## config.mk

```make
export PLATFORM = sky130hd
export DESIGN_NAME = mmio_timer_uart_tx
export DESIGN_NICKNAME = d
export VERILOG_FILES = /design/src/rtl/mmio_timer_uart_tx.sv
export SDC_FILE = /design/constraint.sdc
export NUM_CORES = 1
export LEC_CHECK = 0
export CORE_ASPECT_RATIO = 1.5
export CORE_MARGIN = 8
export CORE_UTILIZATION = 30
export DETAILED_ROUTE_END_ITERATION = 16
export GPL_TIMING_DRIVEN = 0
export SLEW_MARGIN = 10
export SYNTH_ARGS = -nofsm -noshare
export SYNTH_HDL_FRONTEND = slang
export SYNTH_SLANG_ARGS = --single-unit
```

## constraint.sdc

```tcl
create_clock -name clk -period 3.5 [get_ports clk]
set_input_delay 0.7 -clock clk [delete_from_list [all_inputs] [get_ports clk]]
set_output_delay 0.7 -clock clk [all_outputs]
set_load 0.03 [all_outputs]
```

## src/rtl/mmio_timer_uart_tx.sv

```systemverilog
// Data-bus responder with a free-running machine timer (compare + irq) and a console TX FIFO.
// Optional macro MMIO_PRESCALER_EN adds a 16-bit timer prescaler register at offset 0x14.
module mmio_timer_uart_tx #(
    parameter logic [31:0] BASE_ADDR  = 32'h1000_0000,
    parameter int          FIFO_DEPTH = 8,
    parameter int          ADDR_W     = 32,
    parameter int          DATA_W     = 32
) (
    input  logic              clk,
    input  logic              rst,
    input  logic              we,
    input  logic [ADDR_W-1:0] waddr,
    input  logic [DATA_W-1:0] wdata,
    input  logic              re,
    input  logic [ADDR_W-1:0] raddr,
    output logic [DATA_W-1:0] rdata,
    output logic              rhit,
    output logic              irq,
    output logic              tx_valid,
    output logic [7:0]        tx_data,
    input  logic              tx_ready
);
    localparam int PTR_W = $clog2(FIFO_DEPTH);
    localparam int CNT_W = PTR_W + 1;

    localparam logic [5:0] R_CTRL     = 6'h00;
    localparam logic [5:0] R_STATUS   = 6'h01;
    localparam logic [5:0] R_MTIME    = 6'h02;
    localparam logic [5:0] R_MTIMECMP = 6'h03;
    localparam logic [5:0] R_TXDATA   = 6'h04;
`ifdef MMIO_PRESCALER_EN
    localparam logic [5:0] R_PRESCALE = 6'h05;
`endif

    logic              ctrl_ten, ctrl_ien, pend, ovf;
    logic [DATA_W-1:0] mtime, mtimecmp, status;
    logic [7:0]        fifo_mem [FIFO_DEPTH];
    logic [PTR_W-1:0]  rd_ptr, wr_ptr;
    logic [CNT_W-1:0]  count;
    logic              w_win, full, empty, pop, push_req, push, pend_set, tick;
    logic [5:0]        wsel;
    logic              unused_addr_bits;

    assign unused_addr_bits = ^{waddr[1:0], raddr[1:0]};

    assign w_win    = we && (waddr[31:8] == BASE_ADDR[31:8]);
    assign wsel     = waddr[7:2];
    assign rhit     = re && (raddr[31:8] == BASE_ADDR[31:8]);

    assign full     = (count == CNT_W'(FIFO_DEPTH));
    assign empty    = (count == '0);
    assign tx_valid = !empty;
    assign tx_data  = empty ? 8'h00 : fifo_mem[rd_ptr];
    assign pop      = tx_valid && tx_ready;
    assign push_req = w_win && (wsel == R_TXDATA);
    // A pop in the same edge frees the slot, so a full FIFO can still accept.
    assign push     = push_req && (!full || pop);
    assign pend_set = ctrl_ten && (mtime == mtimecmp);

`ifdef MMIO_PRESCALER_EN
    logic [15:0] prescale, pcnt;
    assign tick = ctrl_ten && (pcnt == prescale);

    always_ff @(posedge clk) begin
        if (rst) begin
            prescale <= '0;
            pcnt     <= '0;
        end else if (w_win && (wsel == R_PRESCALE)) begin
            prescale <= wdata[15:0];
            pcnt     <= '0;
        end else if (ctrl_ten) begin
            pcnt <= (pcnt == prescale) ? 16'h0 : pcnt + 16'h1;
        end
    end
`else
    assign tick = ctrl_ten;
`endif

    always_ff @(posedge clk) begin
        if (rst) begin
            ctrl_ten <= 1'b0;
            ctrl_ien <= 1'b0;
            pend     <= 1'b0;
            ovf      <= 1'b0;
            mtime    <= '0;
            mtimecmp <= '1;
            rd_ptr   <= '0;
            wr_ptr   <= '0;
            count    <= '0;
            irq      <= 1'b0;
        end else begin
            if (w_win && (wsel == R_CTRL)) begin
                ctrl_ten <= wdata[0];
                ctrl_ien <= wdata[1];
            end
            if (w_win && (wsel == R_MTIME))
                mtime <= wdata;
            else if (tick)
                mtime <= mtime + DATA_W'(1);
            if (w_win && (wsel == R_MTIMECMP))
                mtimecmp <= wdata;
            // Hardware set takes priority over software clear.
            if (pend_set)
                pend <= 1'b1;
            else if (w_win && (wsel == R_STATUS) && wdata[0])
                pend <= 1'b0;
            if (push_req && !push)
                ovf <= 1'b1;
            else if (w_win && (wsel == R_STATUS) && wdata[3])
                ovf <= 1'b0;
            irq <= pend & ctrl_ien;
            if (pop)
                rd_ptr <= rd_ptr + PTR_W'(1);
            if (push)
                wr_ptr <= wr_ptr + PTR_W'(1);
            if (push && !pop)
                count <= count + CNT_W'(1);
            else if (pop && !push)
                count <= count - CNT_W'(1);
        end
    end

    always_ff @(posedge clk) begin
        if (push)
            fifo_mem[wr_ptr] <= wdata[7:0];
    end

    always_comb begin
        status        = '0;
        status[0]     = pend;
        status[1]     = full;
        status[2]     = empty;
        status[3]     = ovf;
        status[8 +: CNT_W] = count;
    end

    always_comb begin
        rdata = '0;
        if (rhit) begin
            case (raddr[7:2])
                R_CTRL:     rdata = DATA_W'({ctrl_ien, ctrl_ten});
                R_STATUS:   rdata = status;
                R_MTIME:    rdata = mtime;
                R_MTIMECMP: rdata = mtimecmp;
`ifdef MMIO_PRESCALER_EN
                R_PRESCALE: rdata = DATA_W'(prescale);
`endif
                default:    rdata = '0;
            endcase
        end
    end
endmodule

```

==> results of run 1 <==
-- layout make-up --
| type | count | area (um2) |
|---|---|---|
| fill | 2455 | 14800 |
| buffer | 51 | 297 |
| tap | 328 | 410 |
| timing repair buffer | 146 | 1420 |
| clock buffer | 22 | 497 |
| inverter | 9 | 36.3 |
| multi-input combinational | 469 | 3790 |
| clock inverter | 10 | 95.1 |
| sequential | 146 | 3560 |
-- cells in the mapped netlist (all sizes together) (4+ instances only) --
cell | instances | area (um2)
nor3 | 12 | 60.1
a21oi | 7 | 35.0
nor4b | 8 | 91.3
mux2i | 15 | 150
nand3 | 17 | 85.1
dfxtp | 82 | 1640
xnor2 | 50 | 438
nor2b | 33 | 206
nand4 | 15 | 109
ha | 6 | 75.1
mux4 | 16 | 360
edfxtp | 64 | 1920
mux2 | 6 | 67.6
clkbuf | 33 | 124
buf | 21 | 153
a22oi | 30 | 225
nor4 | 22 | 204
inv | 9 | 36.3
nor2 | 94 | 353
a211o | 32 | 280
a211oi | 34 | 415
xor2 | 19 | 166
nand2 | 19 | 71.3
and4 | 6 | 52.6
and3 | 5 | 31.3
o21ai | 4 | 20.0
-- kinds of logic (layout without fill, tap and decap cells) --
family,count (synthesis),after routing
flops,146,146
fa+ha+maj,7,7
mux,37,37
buf+inv,63,238
compound gates,111,111
xor+xnor,69,69
simple gates,245,245
-- path summary, 6_finish.rpt --
path | slack (ns) | end | startpoint | depth (start not counted)
setup / recovery | -0.005 | count[3] | waddr[30] | 14
hold / removal | 0.47 | ovf | ovf | 2
setup reg to reg | 0.32 | count[3] | count[0] | 13
hold reg to reg | 0.47 | ovf | ovf | 2
-- registers in the layout, indices dropped and copies added (netlist names), 3 cells and up, named ones only --
signal / flops
fifo_mem: 64
mtime: 32
mtimecmp: 32
count: 4
rd_ptr: 3
wr_ptr: 3
-- report_power, final --
group	internal, mW	leakage (nW)	switching, mW
combinational	0.114	1.62	0.0888
sequential	1.78	1.24	0.00000000112
clock	1.08	0.289	0.710
total	2.97	3.14	0.799
-- through the flow --
step | setup TNS [ns] | instances | hold slack, ns | power (mW)
finish | -0.00518 | 1181 | 0.470 | 3.77
global route | -0.0963 | 1181 | 0.491 | 3.90
CTS | -0.0151 | 1180 | 0.467 | 3.81
detailed placement | -41.69 | 1146 | 0.458 | 2.01
global placement | -59.50 | 1143 | 0.457 | 2.01
floorplan | 0 | 678 | 0.435 | 1.86
-- worst register-to-register path, stage by stage (launching register included) --
cell and delay, ns:
dfxtp_1 0.41, or4b_2 0.76, o21ai_0 0.23, or4_4 0.17, buf_6 0.11, inv_4 0.05
ha_2 0.19, inv_1 0.11, ha_1 0.24, a21o_1 0.19, a21oi_2 0.14, xnor2_1 0.08
or3_1 0.30, a21oi_1 0.14
-- timing repair --
action                                 4_1_cts  5_1_grt
pin swaps                                    5        1
endpoints found under the hold margin        0        0
setup buffers                                5        1
gates resized for setup                    121       30
setup endpoints to repair                   58       35
-- layer usage --
metal  share of wire, %  wire [um]  global-route usage [%]
met4                2.6        589                    6.23
met1                 39       8740                    15.4
met3                4.3        973                    3.48
met2                 54      12300                    27.8
met5                  0          0                       0
==> impl_metrics.xml, run 1 <==
<?xml version="1.0" encoding="UTF-8"?>
<metrics>
  <group name="final_layout">
    <metric name="n_antenna_cell" unit="">0</metric>
    <metric name="stdcell_area" unit="um2">10100</metric>
    <metric name="final_cell_mix" unit="">104 x clkdlybuf4s50_1, 92 x nor2_1, 81 x dfxtp_1</metric>
    <metric name="area_growth_syn_to_layout" unit="%">34.2</metric>
    <metric name="layout_commonest_cell" unit="">clkdlybuf4s50_1</metric>
    <metric name="nets" unit="">948</metric>
    <metric name="layout.core_utilization" unit="%">40.6</metric>
    <metric name="final_layout_size_suffix_gt1_share" unit="%">21.2</metric>
  </group>
  <group name="die">
    <metric name="fp.dieH" unit="um">210</metric>
    <metric name="fp.dieArea" unit="um2">30500</metric>
    <metric name="initial_utilization" unit="%">30.3</metric>
    <metric name="core.rowCount" unit="">71</metric>
    <metric name="core_region_area" unit="um2">24900</metric>
    <metric name="die-width" unit="um">145</metric>
    <metric name="ios" unit="">144</metric>
  </group>
  <group name="place">
    <metric name="dp_hpwl" unit="mm">17.2</metric>
    <metric name="port-buffer-count" unit="">137</metric>
    <metric name="dpl-instance-area" unit="um2">9360</metric>
    <metric name="preCtsSetupSlack" unit="ns">-1.09</metric>
    <metric name="gpl.final_weighted_congestion" unit="">0.845</metric>
  </group>
  <group name="flow_run">
    <metric name="drv.max_cap_violation_count" unit="">0</metric>
  </group>
  <group name="synth">
    <metric name="synth_simple_gate_area_share" unit="%">18.2</metric>
    <metric name="synth.mux.area_fraction" unit="%">7.67</metric>
    <metric name="mappedNetlistNets" unit="">786</metric>
    <metric name="synth_edf_count" unit="">64</metric>
    <metric name="synth-seq-cells" unit="">146</metric>
    <metric name="avg_inst_size_synth" unit="um2">11.1</metric>
    <metric name="seq_area_frac_synth" unit="%">47.3</metric>
    <metric name="dominant_combinational_cell_family_by_area_after_synthesis" unit="">simple AND/OR/NAND/NOR gates</metric>
    <metric name="post_synth_instance_area" unit="um2">7530</metric>
    <metric name="post_synthesis_cell_count" unit="">678</metric>
    <metric name="synth_compound_area_share" unit="%">13.4</metric>
    <metric name="synth-async-reset-ratio" unit="%">0</metric>
    <metric name="yosys_warnings" unit="">0</metric>
    <metric name="post_synth_adder_cell_area" unit="%">1.26</metric>
    <metric name="synth-xor-area-share" unit="%">8.02</metric>
    <metric name="synth.lib_cells_used.distinct" unit="">51</metric>
    <metric name="yosys_most_used_dff" unit="">dfxtp_1</metric>
  </group>
  <group name="drt">
    <metric name="drt_iter0_markers" unit="">334</metric>
    <metric name="route.final.wire_length" unit="mm">22.6</metric>
    <metric name="vias" unit="">5871</metric>
    <metric name="routedWlPerCell" unit="um">19.1</metric>
    <metric name="routed_via_density" unit="">4.97</metric>
    <metric name="ant_nets" unit="">0</metric>
    <metric name="drcViolationCount" unit="">0</metric>
    <metric name="dr_pass1_iterations" unit="">5</metric>
  </group>
  <group name="sta">
    <metric name="report.final.slew_viol_count" unit="">0</metric>
    <metric name="postLayoutSetupSlackWorst" unit="ns">-0.00518</metric>
    <metric name="timing.clock.skew" unit="ns">0.0196</metric>
    <metric name="period_needed" unit="ns">3.51</metric>
    <metric name="period_share" unit="%">100</metric>
    <metric name="hold_viol" unit="">0</metric>
    <metric name="clock.fmax" unit="GHz">0.285</metric>
    <metric name="slew_headroom" unit="%">46.7</metric>
    <metric name="unrepaired_setup_endpoints_after_global_routing" unit="">true</metric>
    <metric name="setup-violations-final" unit="">1</metric>
    <metric name="worst_margin_pin_slew" unit="ns">0.795</metric>
  </group>
  <group name="pwr">
    <metric name="peakVddDrop" unit="V">0.000355</metric>
    <metric name="cellLeakagePower" unit="nW">3.14</metric>
    <metric name="cellPowerDensity" unit="nW/um2">373</metric>
  </group>
  <group name="clock_tree">
    <metric name="max-clock-path-buffers" unit="">2</metric>
    <metric name="cts_tree" unit="">done</metric>
    <metric name="cts.root.buffer_cell" unit="">clkbuf_16</metric>
    <metric name="clock_insertion_delay_worst_skew" unit="ns">0.43</metric>
    <metric name="clock-sinks" unit="">146</metric>
    <metric name="hold_buffers" unit="">0</metric>
    <metric name="maximum_level_of_the_cts_h_tree" unit="">4</metric>
    <metric name="cts_made_buffers" unit="">17</metric>
    <metric name="worst_setup_hold_path_clk_slew" unit="ns">0.06</metric>
  </group>
  <group name="grt">
    <metric name="largest_net_degree_at_the_start_of_global_routing" unit="">17</metric>
    <metric name="via_count_of_the_first_global_routing_pass" unit="">6221</metric>
    <metric name="grt_first_pass_wirelength" unit="mm">35.1</metric>
    <metric name="antenna_violations_before_repair" unit="">0</metric>
    <metric name="gr-total-overflow" unit="">0</metric>
    <metric name="grt_use_total" unit="%">14.8</metric>
  </group>
  <group name="status">
    <metric name="failed_checks" unit="">setup timing</metric>
    <metric name="status" unit="">finished, violations left</metric>
  </group>
  <group name="critical_path">
    <metric name="cp_top_family" unit="">simple AND/OR/NAND/NOR gates</metric>
    <metric name="timing.critical_path.buf_inv" unit="">4</metric>
    <metric name="crit_required" unit="ns">3.85</metric>
    <metric name="worstPathCellList" unit="">clkdlybuf4s50_1 -&gt; nor4b_4 -&gt; or2b_1 -&gt; or4_4 -&gt; buf_6 -&gt; inv_4 -&gt; ha_2 -&gt; inv_1 -&gt; ha_1 -&gt; a21o_1 -&gt; a21oi_2 -&gt; xnor2_1 -&gt; or3_1 -&gt; a21oi_1</metric>
    <metric name="critPathSlowestCell" unit="">or4_4</metric>
    <metric name="crit_fanout" unit="">5</metric>
    <metric name="endpoint_kind" unit="">register</metric>
    <metric name="worstSetupStartpointType" unit="">input port</metric>
    <metric name="criticalPathCategory" unit="">in -&gt; reg</metric>
    <metric name="worst_ep_arrival_time" unit="ns">3.86</metric>
    <metric name="critical-path-max-stage-delay" unit="ns">0.49</metric>
  </group>
  <group name="hold_path">
    <metric name="hp-class" unit="">reg -&gt; reg</metric>
  </group>
</metrics>
No activity file was read; power rests on OpenSTA's default activity.
==> run 2, diff against run 1 <==
TNS_END_PERCENT = 5   (was unset)
==> impl_metrics.xml, run 2 (synthesis gave the netlist of run 1 again) <==
<?xml version="1.0" encoding="UTF-8"?>
<metrics>
  <group name="clock_tree">
    <metric name="clock-sinks" unit="">146</metric>
    <metric name="cts_made_buffers" unit="">17</metric>
    <metric name="max-clock-path-buffers" unit="">2</metric>
    <metric name="maximum_level_of_the_cts_h_tree" unit="">4</metric>
    <metric name="cts.root.buffer_cell" unit="">clkbuf_16</metric>
    <metric name="worst_setup_hold_path_clk_slew" unit="ns">0.06</metric>
    <metric name="cts_tree" unit="">done</metric>
    <metric name="clock_insertion_delay_worst_skew" unit="ns">0.43</metric>
  </group>
  <group name="grt">
    <metric name="largest_net_degree_at_the_start_of_global_routing" unit="">17</metric>
    <metric name="grt_use_total" unit="%">14.8</metric>
    <metric name="grt_first_pass_wirelength" unit="mm">35.0</metric>
    <metric name="via_count_of_the_first_global_routing_pass" unit="">6205</metric>
    <metric name="antenna_violations_before_repair" unit="">0</metric>
    <metric name="gr-total-overflow" unit="">0</metric>
  </group>
  <group name="sta">
    <metric name="period_share" unit="%">99.4</metric>
    <metric name="report.final.slew_viol_count" unit="">0</metric>
    <metric name="unrepaired_setup_endpoints_after_global_routing" unit="">true</metric>
    <metric name="clock.fmax" unit="GHz">0.287</metric>
    <metric name="setup-violations-final" unit="">0</metric>
    <metric name="timing.clock.skew" unit="ns">0.0179</metric>
    <metric name="postLayoutSetupSlackWorst" unit="ns">0.0199</metric>
    <metric name="period_needed" unit="ns">3.48</metric>
    <metric name="slew_headroom" unit="%">48.2</metric>
    <metric name="worst_margin_pin_slew" unit="ns">0.777</metric>
    <metric name="hold_viol" unit="">0</metric>
  </group>
  <group name="drt">
    <metric name="routed_via_density" unit="">4.93</metric>
    <metric name="drcViolationCount" unit="">0</metric>
    <metric name="routedWlPerCell" unit="um">19.0</metric>
    <metric name="route.final.wire_length" unit="mm">22.5</metric>
    <metric name="vias" unit="">5836</metric>
    <metric name="dr_pass1_iterations" unit="">4</metric>
    <metric name="drt_iter0_markers" unit="">338</metric>
    <metric name="ant_nets" unit="">0</metric>
  </group>
  <group name="place">
    <metric name="port-buffer-count" unit="">137</metric>
    <metric name="gpl.final_weighted_congestion" unit="">0.845</metric>
    <metric name="dpl.cell_count" unit="">1146</metric>
    <metric name="dp_hpwl" unit="mm">17.2</metric>
    <metric name="dpl-instance-area" unit="um2">9360</metric>
    <metric name="preCtsSetupSlack" unit="ns">-1.09</metric>
  </group>
  <group name="die">
    <metric name="ios" unit="">144</metric>
    <metric name="fp.dieArea" unit="um2">30500</metric>
    <metric name="fp.dieH" unit="um">210</metric>
    <metric name="core.rowCount" unit="">71</metric>
    <metric name="initial_utilization" unit="%">30.3</metric>
    <metric name="die-width" unit="um">145</metric>
    <metric name="core_region_area" unit="um2">24900</metric>
  </group>
  <group name="final_layout">
    <metric name="final_cell_mix" unit="">104 x clkdlybuf4s50_1, 92 x nor2_1, 81 x dfxtp_1</metric>
    <metric name="layout_commonest_cell" unit="">clkdlybuf4s50_1</metric>
    <metric name="top_register" unit="">fifo_mem</metric>
    <metric name="layout_top_registers" unit="">fifo_mem (64), mtime (32), mtimecmp (32)</metric>
    <metric name="stdcell_count" unit="">1183</metric>
    <metric name="stdcell_area" unit="um2">10100</metric>
    <metric name="n_antenna_cell" unit="">0</metric>
    <metric name="layout.core_utilization" unit="%">40.8</metric>
    <metric name="nets" unit="">950</metric>
    <metric name="final_layout_size_suffix_gt1_share" unit="%">21.2</metric>
    <metric name="area_growth_syn_to_layout" unit="%">34.7</metric>
    <metric name="largest_reg_flops" unit="">64</metric>
  </group>
  <group name="critical_path">
    <metric name="crit_required" unit="ns">3.85</metric>
    <metric name="critical-path-max-stage-delay" unit="ns">0.49</metric>
    <metric name="worstSetupStartpointType" unit="">input port</metric>
    <metric name="endpoint_kind" unit="">register</metric>
    <metric name="critPathSlowestCell" unit="">or4_4</metric>
    <metric name="worst_ep_arrival_time" unit="ns">3.83</metric>
    <metric name="worstPathCellList" unit="">clkdlybuf4s50_1 -&gt; nor4b_4 -&gt; or2b_1 -&gt; or4_4 -&gt; buf_6 -&gt; inv_4 -&gt; ha_2 -&gt; inv_1 -&gt; ha_1 -&gt; a21o_1 -&gt; a21oi_2 -&gt; xnor2_1 -&gt; or3_1 -&gt; a21oi_1</metric>
    <metric name="criticalPathCategory" unit="">in -&gt; reg</metric>
    <metric name="timing.critical_path.buf_inv" unit="">4</metric>
    <metric name="cp_top_family" unit="">simple AND/OR/NAND/NOR gates</metric>
    <metric name="crit_fanout" unit="">6</metric>
  </group>
  <group name="flow_run">
    <metric name="drv.max_cap_violation_count" unit="">0</metric>
  </group>
  <group name="pwr">
    <metric name="cellLeakagePower" unit="nW">3.14</metric>
    <metric name="design_power_total" unit="mW">3.77</metric>
    <metric name="peakVddDrop" unit="V">0.000354</metric>
    <metric name="cellPowerDensity" unit="nW/um2">372</metric>
  </group>
  <group name="hold_path">
    <metric name="hp-class" unit="">reg -&gt; reg</metric>
  </group>
  <group name="status">
    <metric name="status" unit="">completed</metric>
  </group>
</metrics>
run 2: cell count changes in the layout (fill, tap and decap cells not counted), sizes merged:
cell           delta
clkbuf            -4
clkdlybuf4s15     +4
clkdlybuf4s18     +2
run 2: what timing repair did:
item                                    in CTS  in global routing
endpoints found under the setup margin      58                 35
gates cloned                                 0                  0
hold buffers                                 0                  0
pin swaps                                    3                  3
resized for setup                          120                 24
setup buffers                                2                  5
run 2: final cells by class:
class | count | area (um2)
fillers | 2439 | 14700
multi-input cells | 469 | 3780
flip-flops and latches | 146 | 3560
repair buffers | 147 | 1460
clock buffers | 22 | 497
well taps | 328 | 410
plain buffers | 52 | 297
clock inverters | 10 | 95.1
inverters | 9 | 36.3
run 2: path summary, 6_finish.rpt:
check	start	end	slack (ns)	cells past startpoint
worst max-delay path	waddr[30]	count[3]	0.02	14
worst min register to register	ovf	ovf	0.47	2
worst max register to register	count[0]	count[3]	0.37	13
worst min-delay path	ovf	ovf	0.47	2
run 2: power breakdown:
part           internal [mW]  switching (mW)
Sequential              1.78   0.00000000111
Clock                   1.08           0.710
Combinational          0.114          0.0885
Total                   2.97           0.799
run 2: worst reg2reg max path: stages (launching register included):
cell and delay (ns):
dfxtp_1 0.40, or4b_2 0.76, o21ai_0 0.19, or4_4 0.15
buf_6 0.13, inv_4 0.05, ha_2 0.19, inv_1 0.11
ha_1 0.24, a21o_1 0.19, a21oi_2 0.14, xnor2_1 0.08
or3_1 0.30, a21oi_1 0.13
run 2: per-layer routing:
layer,vias up,GRT usage (%),wire length (um)
met2,149,27.8,12100
met5,-,0,0
met1,2822,15.4,8680
li1,2835,-,-
met4,0,6.23,590
met3,30,3.48,1050
run 2: stage by stage:
| stage | hold slack [ns] | setup TNS (ns) |
|---|---|---|
| detailed placement | 0.458 | -41.69 |
| global route | 0.490 | -0.231 |
| floorplan | 0.435 | 0 |
| global placement | 0.457 | -59.50 |
| CTS | 0.467 | -0.0789 |
| finish | 0.470 | 0 |
==> run 3, diff against run 2 <==
SKIP_CTS_REPAIR_TIMING = 1   (was unset)
==> impl_metrics.xml, run 3 (synthesis gave the netlist of run 1 again) <==
<?xml version="1.0" encoding="UTF-8"?>
<metrics>
  <group name="die">
    <metric name="initial_utilization" unit="%">30.3</metric>
    <metric name="ios" unit="">144</metric>
    <metric name="core.rowCount" unit="">71</metric>
    <metric name="fp.dieH" unit="um">210</metric>
    <metric name="core_region_area" unit="um2">24900</metric>
    <metric name="fp.dieArea" unit="um2">30500</metric>
    <metric name="die-width" unit="um">145</metric>
  </group>
  <group name="grt">
    <metric name="grt.busiest_layer" unit="">met2</metric>
    <metric name="antenna_violations_before_repair" unit="">0</metric>
    <metric name="grtUsageMet2" unit="%">27.5</metric>
    <metric name="gr-total-overflow" unit="">0</metric>
    <metric name="largest_net_degree_at_the_start_of_global_routing" unit="">17</metric>
    <metric name="grt_first_pass_wirelength" unit="mm">34.8</metric>
    <metric name="grt.met3_usage" unit="%">3.48</metric>
    <metric name="via_count_of_the_first_global_routing_pass" unit="">6161</metric>
    <metric name="grt_use_total" unit="%">14.7</metric>
    <metric name="groute.layer.met1.usage" unit="%">15.4</metric>
  </group>
  <group name="pwr">
    <metric name="cellLeakagePower" unit="nW">3.15</metric>
    <metric name="cellPowerDensity" unit="nW/um2">380</metric>
    <metric name="peakVddDrop" unit="V">0.000354</metric>
    <metric name="design_power_total" unit="mW">3.77</metric>
  </group>
  <group name="final_layout">
    <metric name="top_register" unit="">fifo_mem</metric>
    <metric name="layout.core_utilization" unit="%">39.9</metric>
    <metric name="final_layout_size_suffix_gt1_share" unit="%">20.7</metric>
    <metric name="largest_reg_flops" unit="">64</metric>
    <metric name="layout_commonest_cell" unit="">clkdlybuf4s50_1</metric>
    <metric name="n_antenna_cell" unit="">0</metric>
    <metric name="area_growth_syn_to_layout" unit="%">31.9</metric>
    <metric name="final_cell_mix" unit="">104 x clkdlybuf4s50_1, 92 x nor2_1, 81 x dfxtp_1</metric>
    <metric name="layout_top_registers" unit="">fifo_mem (64), mtime (32), mtimecmp (32)</metric>
    <metric name="nets" unit="">947</metric>
  </group>
  <group name="sta">
    <metric name="period_needed" unit="ns">3.43</metric>
    <metric name="worst_margin_pin_slew" unit="ns">0.786</metric>
    <metric name="slew_headroom" unit="%">47.6</metric>
    <metric name="clock.fmax" unit="GHz">0.292</metric>
    <metric name="report.final.slew_viol_count" unit="">0</metric>
    <metric name="timing.clock.skew" unit="ns">0.0107</metric>
    <metric name="unrepaired_setup_endpoints_after_global_routing" unit="">true</metric>
    <metric name="hold_viol" unit="">0</metric>
    <metric name="setup-violations-final" unit="">0</metric>
    <metric name="holdWs" unit="ns">0.470</metric>
    <metric name="period_share" unit="%">97.9</metric>
  </group>
  <group name="clock_tree">
    <metric name="clock-sinks" unit="">146</metric>
    <metric name="max-clock-path-buffers" unit="">2</metric>
    <metric name="worst_setup_hold_path_clk_slew" unit="ns">0.06</metric>
    <metric name="cts_tree" unit="">done</metric>
    <metric name="maximum_level_of_the_cts_h_tree" unit="">4</metric>
    <metric name="clock_insertion_delay_worst_skew" unit="ns">0.43</metric>
    <metric name="cts.root.buffer_cell" unit="">clkbuf_16</metric>
    <metric name="cts_made_buffers" unit="">17</metric>
  </group>
  <group name="drt">
    <metric name="routedWlPerCell" unit="um">19.0</metric>
    <metric name="routed_via_density" unit="">4.93</metric>
    <metric name="dr_pass1_iterations" unit="">4</metric>
    <metric name="vias" unit="">5823</metric>
    <metric name="route.final.wire_length" unit="mm">22.4</metric>
    <metric name="drcViolationCount" unit="">0</metric>
    <metric name="drt_iter0_markers" unit="">287</metric>
    <metric name="ant_nets" unit="">0</metric>
  </group>
  <group name="hold_path">
    <metric name="hp-class" unit="">reg -&gt; reg</metric>
  </group>
  <group name="status">
    <metric name="status" unit="">completed</metric>
  </group>
  <group name="critical_path">
    <metric name="crit_required" unit="ns">3.85</metric>
    <metric name="crit_fanout" unit="">6</metric>
    <metric name="criticalPathCategory" unit="">in -&gt; reg</metric>
    <metric name="worstSetupStartpointType" unit="">input port</metric>
    <metric name="endpoint_kind" unit="">register</metric>
    <metric name="worst_ep_arrival_time" unit="ns">3.78</metric>
  </group>
  <group name="place">
    <metric name="dp_hpwl" unit="mm">17.2</metric>
    <metric name="port-buffer-count" unit="">137</metric>
    <metric name="gpl.final_weighted_congestion" unit="">0.845</metric>
  </group>
  <group name="flow_run">
    <metric name="drv.max_cap_violation_count" unit="">0</metric>
  </group>
</metrics>
## run 3: metrics by stage
| stage | std cells | setup WS, ns | area (um2) | setup TNS (ns) |
|---|---|---|---|---|
| after global placement | 1143 | -1.07 | 9320 | -59.50 |
| final | 1180 | 0.0742 | 9940 | 0 |
| after floorplan | 678 | 0.151 | 7530 | 0 |
| after CTS | 1178 | -1.10 | 9960 | -29.75 |
| after detailed placement | 1146 | -1.09 | 9360 | -41.69 |
| after global routing | 1180 | -0.0424 | 9940 | -0.0821 |
## run 3: path summary, 6_finish.rpt
| kind | depth (start not counted) | to | start | slack, ns |
|---|---|---|---|---|
| min | 2 | ovf | ovf | 0.47 |
| max reg2reg | 13 | count[3] | count[0] | 0.47 |
| max | 14 | count[3] | waddr[5] | 0.07 |
| min reg2reg | 2 | ovf | ovf | 0.47 |
## run 3: where the power goes
part / internal (mW) / switching, mW / total [mW] / leakage [nW]
logic: 0.113 / 0.0878 / 0.201 / 1.63
registers: 1.78 / 0.00000000110 / 1.78 / 1.24
clock network: 1.08 / 0.713 / 1.80 / 0.289
## run 3: routing by layer
| layer | routed length, um | share of wire [%] |
|---|---|---|
| met1 | 8670 | 39 |
| met2 | 12000 | 54 |
| met3 | 1020 | 4.5 |
| met4 | 634 | 2.8 |
| met5 | 0 | 0 |
## run 3: cell type report
cell class | count | area [um2]
Tap cell | 328 | 410
Clock buffer | 22 | 497
Fill cell | 2460 | 14900
Clock inverter | 10 | 95.1
Timing Repair Buffer | 144 | 1260
Multi-Input combinational cell | 469 | 3770
Inverter | 9 | 36.3
Sequential cell | 146 | 3560
Buffer | 52 | 297
## run 3: critical path, cell delays in order
cell	delay, ns
clkdlybuf4s50_1	0.44
nor4b_4	0.33
or2b_1	0.28
or4_4	0.48
buf_6	0.15
inv_4	0.09
ha_4	0.15
inv_2	0.05
ha_1	0.26
a21o_1	0.19
a21oi_2	0.14
xnor2_1	0.08
or3_1	0.30
a21oi_1	0.13
